**config.mk**
```make
export PLATFORM = sky130hd
export DESIGN_NAME = uart_frame_streamer_flat
export DESIGN_NICKNAME = d
export VERILOG_FILES = /design/src/rtl/uart_frame_streamer_if.sv /design/src/rtl/uart_frame_streamer.sv /design/src/flat_wrapper.sv
export SDC_FILE = /design/constraint.sdc
export NUM_CORES = 1
export LEC_CHECK = 0
export CORE_MARGIN = 3
export CORE_UTILIZATION = 55
export DETAILED_ROUTE_END_ITERATION = 10
export PLACE_DENSITY = 0.84
export REMOVE_ABC_BUFFERS = 1
export SKIP_LAST_GASP = 1
export SLEW_MARGIN = 20
export SYNTH_ARGS = -nofsm -noshare
export SYNTH_HDL_FRONTEND = slang
export SYNTH_SLANG_ARGS = --single-unit
```
**constraint.sdc**
```tcl
create_clock -name CLK -period 4.44 [get_ports CLK]
set_clock_uncertainty 0.2 [all_clocks]
set_input_delay 0.888 -clock CLK [delete_from_list [all_inputs] [get_ports CLK]]
set_output_delay 0.888 -clock CLK [all_outputs]
set_load 0.005 [all_outputs]
```
**src/rtl/uart_frame_streamer_if.sv**
```systemverilog
// uart_frame_streamer_if
//   Groups the pixel-capture input bus and the UART transmitter handshake
//   that the frame streamer sits between.
//
//   PIX_DATA     pixel byte from the capture path
//   PIX_VALID    PIX_DATA valid this cycle
//   FRAME_START  first pixel of a frame (only meaningful with PIX_VALID)
//   TX_IDLE      IDLE from the UART transmitter
//   TX_DATA      byte presented to the transmitter (DATA)
//   TX_READY     one-cycle send strobe (DATA_READY)
//
//   master : the streamer (drives TX_DATA / TX_READY)
//   slave  : the surrounding pixel source and transmitter
interface uart_frame_streamer_if;
  logic [7:0] PIX_DATA;
  logic       PIX_VALID;
  logic       FRAME_START;
  logic       TX_IDLE;
  logic [7:0] TX_DATA;
  logic       TX_READY;

  modport master (
    input  PIX_DATA,
    input  PIX_VALID,
    input  FRAME_START,
    input  TX_IDLE,
    output TX_DATA,
    output TX_READY
  );

  modport slave (
    output PIX_DATA,
    output PIX_VALID,
    output FRAME_START,
    output TX_IDLE,
    input  TX_DATA,
    input  TX_READY
  );
endinterface

```
**src/rtl/uart_frame_streamer.sv**
```systemverilog
// uart_frame_streamer
//   Byte-stream front end for the UART transmitter. Pixel bytes are
//   buffered in a 2^DEPTH_LOG2 entry FIFO of {sof, byte}; a read FSM hands
//   them one at a time to the transmitter, inserting a SYNC0/SYNC1 header
//   ahead of every frame-start pixel. With CLAMP=1 a pixel equal to SYNC0 is
//   stored as SYNC0-1 so the header byte never shows up in the payload.
//
//   CLK         system clock, rising edge
//   RST_N       synchronous active-low reset
//   sif         pixel input bus + transmitter handshake (master side)
//   FIFO_COUNT  registered FIFO occupancy, 0..2^DEPTH_LOG2
//   FIFO_FULL   FIFO_COUNT == 2^DEPTH_LOG2
//   OVERFLOW    sticky: a valid pixel was dropped; cleared only by reset
//
// state    | meaning
// ---------+------------------------------------------------------------
// FETCH    | waiting for FIFO data; pops the head into the holding reg
// SYNC0    | sending first header byte
// SYNC1    | sending second header byte
// BYTE     | sending the held payload byte
module uart_frame_streamer #(
  parameter int         DEPTH_LOG2 = 4,
  parameter logic [7:0] SYNC0      = 8'hFF,
  parameter logic [7:0] SYNC1      = 8'h00,
  parameter bit         CLAMP      = 1'b1
) (
  input  logic                  CLK,
  input  logic                  RST_N,
  uart_frame_streamer_if.master sif,
  output logic [DEPTH_LOG2:0]   FIFO_COUNT,
  output logic                  FIFO_FULL,
  output logic                  OVERFLOW
);

  localparam int DEPTH = 1 << DEPTH_LOG2;
  localparam logic [DEPTH_LOG2:0]   DEPTH_CNT = {1'b1, {DEPTH_LOG2{1'b0}}};
  localparam logic [DEPTH_LOG2:0]   CNT_ONE   = {{DEPTH_LOG2{1'b0}}, 1'b1};
  localparam logic [DEPTH_LOG2-1:0] PTR_ONE   = {{(DEPTH_LOG2-1){1'b0}}, 1'b1};

  typedef enum logic [1:0] {
    ST_FETCH = 2'd0,
    ST_SYNC0 = 2'd1,
    ST_SYNC1 = 2'd2,
    ST_BYTE  = 2'd3
  } state_t;

  // FIFO storage and bookkeeping
  logic [8:0]            mem [DEPTH];
  logic [DEPTH_LOG2-1:0] wr_ptr;
  logic [DEPTH_LOG2-1:0] rd_ptr;
  logic [DEPTH_LOG2:0]   count;
  logic                  full;
  logic                  overflow_q;
  logic                  push;
  logic                  pop;
  logic [7:0]            pix_byte;
  logic [8:0]            head;

  // read FSM
  state_t     state;
  state_t     state_nxt;
  logic [7:0] hold_q;
  logic [7:0] hold_nxt;
  logic [7:0] tx_data_q;
  logic [7:0] tx_data_nxt;
  logic       tx_ready_q;
  logic       tx_ready_nxt;

  assign full = (count == DEPTH_CNT);
  assign head = mem[rd_ptr];

  always_comb begin
    pix_byte = sif.PIX_DATA;
    if (CLAMP && (sif.PIX_DATA == SYNC0)) begin
      pix_byte = SYNC0 - 8'd1;
    end
  end

  // A pop in the same cycle frees a slot, so a full FIFO still accepts.
  // An empty FIFO never pops (FETCH requires count != 0), so a push into
  // an empty FIFO is simply stored.
  assign push = sif.PIX_VALID && (!full || pop);

  always_ff @(posedge CLK) begin
    if (push) begin
      mem[wr_ptr] <= {sif.FRAME_START, pix_byte};
    end
  end

  always_ff @(posedge CLK) begin
    if (!RST_N) begin
      wr_ptr     <= '0;
      rd_ptr     <= '0;
      count      <= '0;
      overflow_q <= 1'b0;
    end else begin
      if (push) begin
        wr_ptr <= wr_ptr + PTR_ONE;
      end
      if (pop) begin
        rd_ptr <= rd_ptr + PTR_ONE;
      end
      case ({push, pop})
        2'b10:   count <= count + CNT_ONE;
        2'b01:   count <= count - CNT_ONE;
        default: count <= count;
      endcase
      if (sif.PIX_VALID && !push) begin
        overflow_q <= 1'b1;
      end
    end
  end

  always_ff @(posedge CLK) begin
    if (!RST_N) begin
      state      <= ST_FETCH;
      hold_q     <= '0;
      tx_data_q  <= '0;
      tx_ready_q <= 1'b0;
    end else begin
      state      <= state_nxt;
      hold_q     <= hold_nxt;
      tx_data_q  <= tx_data_nxt;
      tx_ready_q <= tx_ready_nxt;
    end
  end

  // TX_DATA is loaded on the edge that enters a send state so it is already
  // stable in the state's first cycle. The strobe is raised only from
  // TX_READY=0 with IDLE seen; the cycle it is high is the acceptance
  // cycle, after which it drops and the state advances.
  always_comb begin
    state_nxt    = state;
    hold_nxt     = hold_q;
    tx_data_nxt  = tx_data_q;
    tx_ready_nxt = 1'b0;
    pop          = 1'b0;
    case (state)
      ST_FETCH: begin
        if (count != '0) begin
          pop      = 1'b1;
          hold_nxt = head[7:0];
          if (head[8]) begin
            state_nxt   = ST_SYNC0;
            tx_data_nxt = SYNC0;
          end else begin
            state_nxt   = ST_BYTE;
            tx_data_nxt = head[7:0];
          end
        end
      end
      default: begin
        if (tx_ready_q) begin
          case (state)
            ST_SYNC0: begin
              state_nxt   = ST_SYNC1;
              tx_data_nxt = SYNC1;
            end
            ST_SYNC1: begin
              state_nxt   = ST_BYTE;
              tx_data_nxt = hold_q;
            end
            default: begin
              state_nxt = ST_FETCH;
            end
          endcase
        end else begin
          tx_ready_nxt = sif.TX_IDLE;
        end
      end
    endcase
  end

  assign sif.TX_DATA  = tx_data_q;
  assign sif.TX_READY = tx_ready_q;
  assign FIFO_COUNT   = count;
  assign FIFO_FULL    = full;
  assign OVERFLOW     = overflow_q;

endmodule

```
**src/flat_wrapper.sv**
```systemverilog
// flat-port wrapper written by rule: the top's interface ports become plain ports
module uart_frame_streamer_flat 
#(
  parameter int         DEPTH_LOG2 = 4,
  parameter logic [7:0] SYNC0      = 8'hFF,
  parameter logic [7:0] SYNC1      = 8'h00,
  parameter bit         CLAMP      = 1'b1
)
  (CLK, RST_N, FIFO_COUNT, FIFO_FULL, OVERFLOW, sif_PIX_DATA, sif_PIX_VALID, sif_FRAME_START, sif_TX_IDLE, sif_TX_DATA, sif_TX_READY);
  uart_frame_streamer_if sif_i ();
  input  logic CLK;
  input  logic RST_N;
  output logic [DEPTH_LOG2:0] FIFO_COUNT;
  output logic FIFO_FULL;
  output logic OVERFLOW;
  input wire logic [$bits(sif_i.PIX_DATA)-1:0] sif_PIX_DATA;
  input wire logic [$bits(sif_i.PIX_VALID)-1:0] sif_PIX_VALID;
  input wire logic [$bits(sif_i.FRAME_START)-1:0] sif_FRAME_START;
  input wire logic [$bits(sif_i.TX_IDLE)-1:0] sif_TX_IDLE;
  output wire logic [$bits(sif_i.TX_DATA)-1:0] sif_TX_DATA;
  output wire logic [$bits(sif_i.TX_READY)-1:0] sif_TX_READY;
  assign sif_i.PIX_DATA = sif_PIX_DATA;
  assign sif_i.PIX_VALID = sif_PIX_VALID;
  assign sif_i.FRAME_START = sif_FRAME_START;
  assign sif_i.TX_IDLE = sif_TX_IDLE;
  assign sif_TX_DATA = sif_i.TX_DATA;
  assign sif_TX_READY = sif_i.TX_READY;
  uart_frame_streamer #(.DEPTH_LOG2(DEPTH_LOG2), .SYNC0(SYNC0), .SYNC1(SYNC1), .CLAMP(CLAMP)) u_core (.CLK(CLK), .RST_N(RST_N), .sif(sif_i), .FIFO_COUNT(FIFO_COUNT), .FIFO_FULL(FIFO_FULL), .OVERFLOW(OVERFLOW));
endmodule
```
; Word-level counts from Yosys, hierarchy flattened
; Memory sizes are Yosys's and may differ from the RTL's. A register that Yosys moved wholly into a read port is not among the register bits.
; Cells that the tools add are included.
[classes]
n_eq_ne = 7
add_sub_neg = 4
bitwise_logic = 1
muxes = 18
reduce_logical = 14
[op_table]
columns = operator, n
row1 = $mux W8, 5
row2 = $pmux W8 S2, 1
row3 = $pmux W5 S2, 1
row4 = $add A4 B1 Y4 const B, 2
row5 = $eq A8 B8 Y1 const B, 1
row6 = $mux W2, 4
row7 = $mux W4, 2
row8 = $add A5 B1 Y5 const B, 1
row9 = $eq A5 B5 Y1 const B, 1
row10 = $reduce_bool A5 Y1, 1
row11 = $sub A5 B1 Y5 const B, 1
row12 = $eq A2 B1 Y1 const B, 2
row13 = $eq A2 B2 Y1 const B, 2
row14 = $mux W1, 4
row15 = $pmux W2 S2, 1
row16 = $reduce_and A2 Y1, 2
row17 = $reduce_bool A2 Y1, 2
row18 = $reduce_and A3 Y1, 1
row19 = $reduce_bool A3 Y1, 1
row20 = $reduce_or A3 Y1, 1
row21 = $logic_and A1 B1 Y1, 2
row22 = $logic_not A1 Y1, 2
row23 = $logic_not A2 Y1, 1
row24 = $ne A2 B1 Y1 const B, 1
row25 = other kinds (2), 2
[totals]
register_bits = 33
ramBits = 144
output_inout_bits = 16
input_bits = 13
n_memories = 1
[mem_list]
columns = memory, words, width, rd, rd_clocked_by_memory_dff, write_ports, line
row1 = u_core.mem, 16, 9, 1, 1, 1, uart_frame_streamer.sv:48  ; logic [8:0] mem [DEPTH];

; Logic depth before layout (Yosys ltp)
[depth]
depth_word = 7
ltp_mapped = 12

; Worst setup path before layout
; No wires, ideal clock.
[synth_timing]
kind = flip-flop to flip-flop
startpoint = register u_core.count[2], in the netlist u_core.FIFO_COUNT[2]
endpoint = register u_core.count[4], in the netlist u_core.FIFO_COUNT[4]
setup_time_ns = 0.120
path_buffers = 1
stages_incl_launch_ff = 12
period_less_slack_ns = 2.912
arrival_time_ns = 2.593
slack_ns = 1.528
cell_sequence = dfxtp_1 -> or4_4 -> buf_6 -> o21a_1 -> nand2b_1 -> inv_1 -> ha_1 -> nor2b_1 -> o21a_1 -> or4_1 -> a21oi_1 -> nor3b_2
[synth_via]
elab_chain_len = 7
[synth_lines]
columns = item, line
row1 = start: declaration, uart_frame_streamer.sv:51  ; logic [DEPTH_LOG2:0] count;
row2 = start signal: assignment, uart_frame_streamer.sv:104  ; 2'b10: count <= count + CNT_ONE;
row3 = start signal: assignment, uart_frame_streamer.sv:105  ; 2'b01: count <= count - CNT_ONE;
row4 = start signal: assignment, uart_frame_streamer.sv:106  ; default: count <= count;
row5 = $reduce_bool A5 Y1, uart_frame_streamer.sv:140  ; if (count != '0) begin
row6 = $mux W1, uart_frame_streamer.sv:140
row7 = $mux W1, uart_frame_streamer.sv:138  ; case (state)
row8 = $logic_or A1 B1 Y1, uart_frame_streamer.sv:82  ; assign push = sif.PIX_VALID && (!full || pop);
row9 = $logic_and A1 B1 Y1, uart_frame_streamer.sv:82
row10 = $eq A2 B1 Y1 / $eq A2 B2 Y1 (equally long branches), uart_frame_streamer.sv:103  ; case ({push, pop})
row11 = $pmux W5 S2 / $reduce_bool A2 Y1 (equally long branches), --
; Several ways; a longest one is shown, not always the timed one.
; A chain may end at the register's enable or synchronous reset.

; Worst setup path in the final report
; Ends and elaborated chain as after synthesis.

==> results.cfg <==
[outcome]
status = finished clean

[synthesis]
yosysWarningCount = 0
muxShareOfSynthArea = 0.117
seq_area_frac_synth = 0.695
synth_top_cells_by_count = edfxtp_1 (144), nand2_1 (43), dfxtp_1 (37)
async_reset_ff_frac = 0
synth-simple-area-share = 0.0670
synth_xor_area_frac = 0.0108
synth_area_leaders = edfxtp_1 (59%), mux4_2 (11%), dfxtp_1 (10%)
synth_fa_ha_area_frac = 0.0216
synth_edf_count = 144
post-synth-top-count-cell = edfxtp_1
syn_area_sq_um = 7290
synth_cell_type_count = 46
synth_compound_area_frac = 0.0649
synth_top_family_by_area = multiplexers
yosysTopAreaCell = edfxtp_1
ys_seq_elements = 181
synth-main-ff-cell = edfxtp_1
syn_area_per_cell_sq_um = 16.3
synthCells = 447
netlist.area_leader.share = 0.594

[cts]
cts_hold_buffers = 0
root_buffer = clkbuf_16
cts_resized = 0
cts_tree = yes
h-tree-depth = 4
post-cts-setup-buffer-count = 0
clkTransAtPathRegs_ns = 0.06
cts_max_path_buffers = 2
cts_buffers = 17
clk_latency_ns = 0.43
cts.sinks = 181

[global_route]
track_usage = 0.207
grt_first_pass_wirelength_um = 22100
grt_pass1_vias = 3935
grt_antenna_before_repair = 0
overflow = 0
grt_max_degree = 38

[critical_path]
cpMostUsedCell = o21a_1
cp_max_fo = 13
worstPathRequired_ns = 4.56
critPathSlowestCell = or4_4
path_buf_inv = 1
crit_family = simple AND/OR/NAND/NOR gates
cp-end-kind = flip-flop
ff2ff_setup_slack_ns = 1.21
arrival_ns = 3.34
cp_cell_sequence = or4_4, o21a_1, nand2b_1, inv_1, ha_1, nor2b_1, o21a_1, or4_1, a21oi_1, nor3b_2
worstSetupPathType = reg2reg
cp_slowest_stage_delay_ns = 0.60
cp-start-kind = flip-flop

[floorplanning]
coreArea_sq_um = 12800
io_pins = 29
dieArea_sq_um = 14700
dieHeight_um = 121
die_x_um = 121
row_count = 41
start_util = 0.570

[power_and_ir_drop]
ir_worst_vdd_mv = 0.365
power_mw = 4.82
p_leak_nw = 2.75
power_density_nw_per_um2 = 583

[place]
post-place-cells = 627
place_area_sq_um = 7710
port_buffers = 28
place.gp.congestion = 0.780
hpwlAfterDp_um = 8980

[finish]
layout-drive-gt1-share = 0.166
post-route-cell-area_sq_um = 8270
multi_input_area_sq_um = 2050
seqCellArea_sq_um = 5070
fillers = 850
fin_cells = 659
antenna_cells = 0
syn2layout_area_growth_pct = 13.5
layout.nets = 499

[drt]
ant_nets = 0
wl_per_cell_um = 21.5
avgViaCountPerCell = 5.97
via_count = 3934
routed_wl_um = 14200
drc = 0
drt_pre_antenna_iters = 5
dr.first_iter.drc_count = 434

[flow_run]
drv_cap = 0

[timing]
tightest_slew_ns = 0.962
rsz0062_at_grt = no
fmax_ghz = 0.310
slew_viol_final = 0
relSlewSlack = 0.355
setup_viol = 0
fin_crit_ns = 3.23
final_hold_viol_count = 0
finalCritPeriodShare = 0.727
setup_tns_ns = 0

[hold_path]
hp-class = reg2reg
-- cell usage in the layout, fill, tap and decap left out, types with 11 or more instances in the layout --
cell type        instances
a21oi_1                 14
a22oi_1                 16
and2_1                  17
clkbuf_16               17
clkdlybuf4s50_1         28
dfxtp_1                 36
edfxtp_1               144
ha_1                    11
mux4_2                  35
nand2_1                 43
nor2_1                  24
-- final timing paths --
check	to	cells past startpoint	start
hold / removal	u_core.sif.TX_READY	1	u_core.sif.TX_READY
setup reg to reg	u_core.FIFO_COUNT[4]	10	u_core.FIFO_COUNT[2]
setup / recovery	u_core.FIFO_COUNT[4]	10	u_core.FIFO_COUNT[2]
hold reg to reg	u_core.sif.TX_READY	1	u_core.sif.TX_READY
-- where the power goes --
part / switching [mW] / leakage [nW] / internal, mW
registers: 0.135 / 1.60 / 1.98
logic: 0.665 / 0.879 / 0.608
clock network: 0.608 / 0.269 / 0.826
total: 1.41 / 2.75 / 3.41
-- state kept, by name, indices dropped and copies added, names as in the netlist, named ones only --
name and count:
u_core.rd_ptr 4, u_core.sif.TX_READY 1, u_core.FIFO_COUNT 5, u_core.hold_q 8, u_core.OVERFLOW 1, u_core.state 2, u_core.mem 144, u_core.sif.TX_DATA 8
u_core.wr_ptr 4
-- stage by stage --
step / utilization / setup slack [ns] / hold slack, ns
global placement: 0.603 / 1.12 / 0.227
global route: 0.648 / 1.05 / 0.272
CTS: 0.648 / 1.21 / 0.244
finish: 0.648 / 1.21 / 0.238
floorplan: - / 1.34 / 0.237
detailed placement: 0.603 / 1.05 / 0.240
-- final cells by class --
type,instances,area share
clock inverters,13,0.0160
multi-input cells,228,0.248
repair buffers,35,0.0402
flip-flops and latches,181,0.612
clock buffers,19,0.0523
well taps,172,0.0260
inverters,11,0.00499
-- per-layer routing --
| metal | up-vias | GRT usage | share of wire |
|---|---|---|---|
| met2 | 142 | 0.335 | 0.50 |
| li1 | 1764 | - | - |
| met5 | - | 0 | 0 |
| met1 | 2006 | 0.274 | 0.41 |
| met4 | 0 | 0.0765 | 0.020 |
| met3 | 22 | 0.0536 | 0.070 |
-- cell families (layout without fill, tap and decap cells) --
family                   Yosys count  in the layout
flip-flops                       181            181
AND/OR/NAND/NOR                  103            103
AO/OA/AOI/OAI                     63             63
multiplexers                      41             41
buffers and inverters             38             78
adder cells (fa/ha/maj)           12             12
XOR/XNOR                           9              9
-- worst reg2reg max path, stage by stage, from the launching register on --
cell and delay, ns:
dfxtp_1 0.34, or4_4 0.60, o21a_1 0.37, nand2b_1 0.20, inv_1 0.09, ha_1 0.32
nor2b_1 0.14, o21a_1 0.19, or4_1 0.42, a21oi_1 0.18, nor3b_2 0.06
Note: power is estimated with default switching activity, not from simulation.
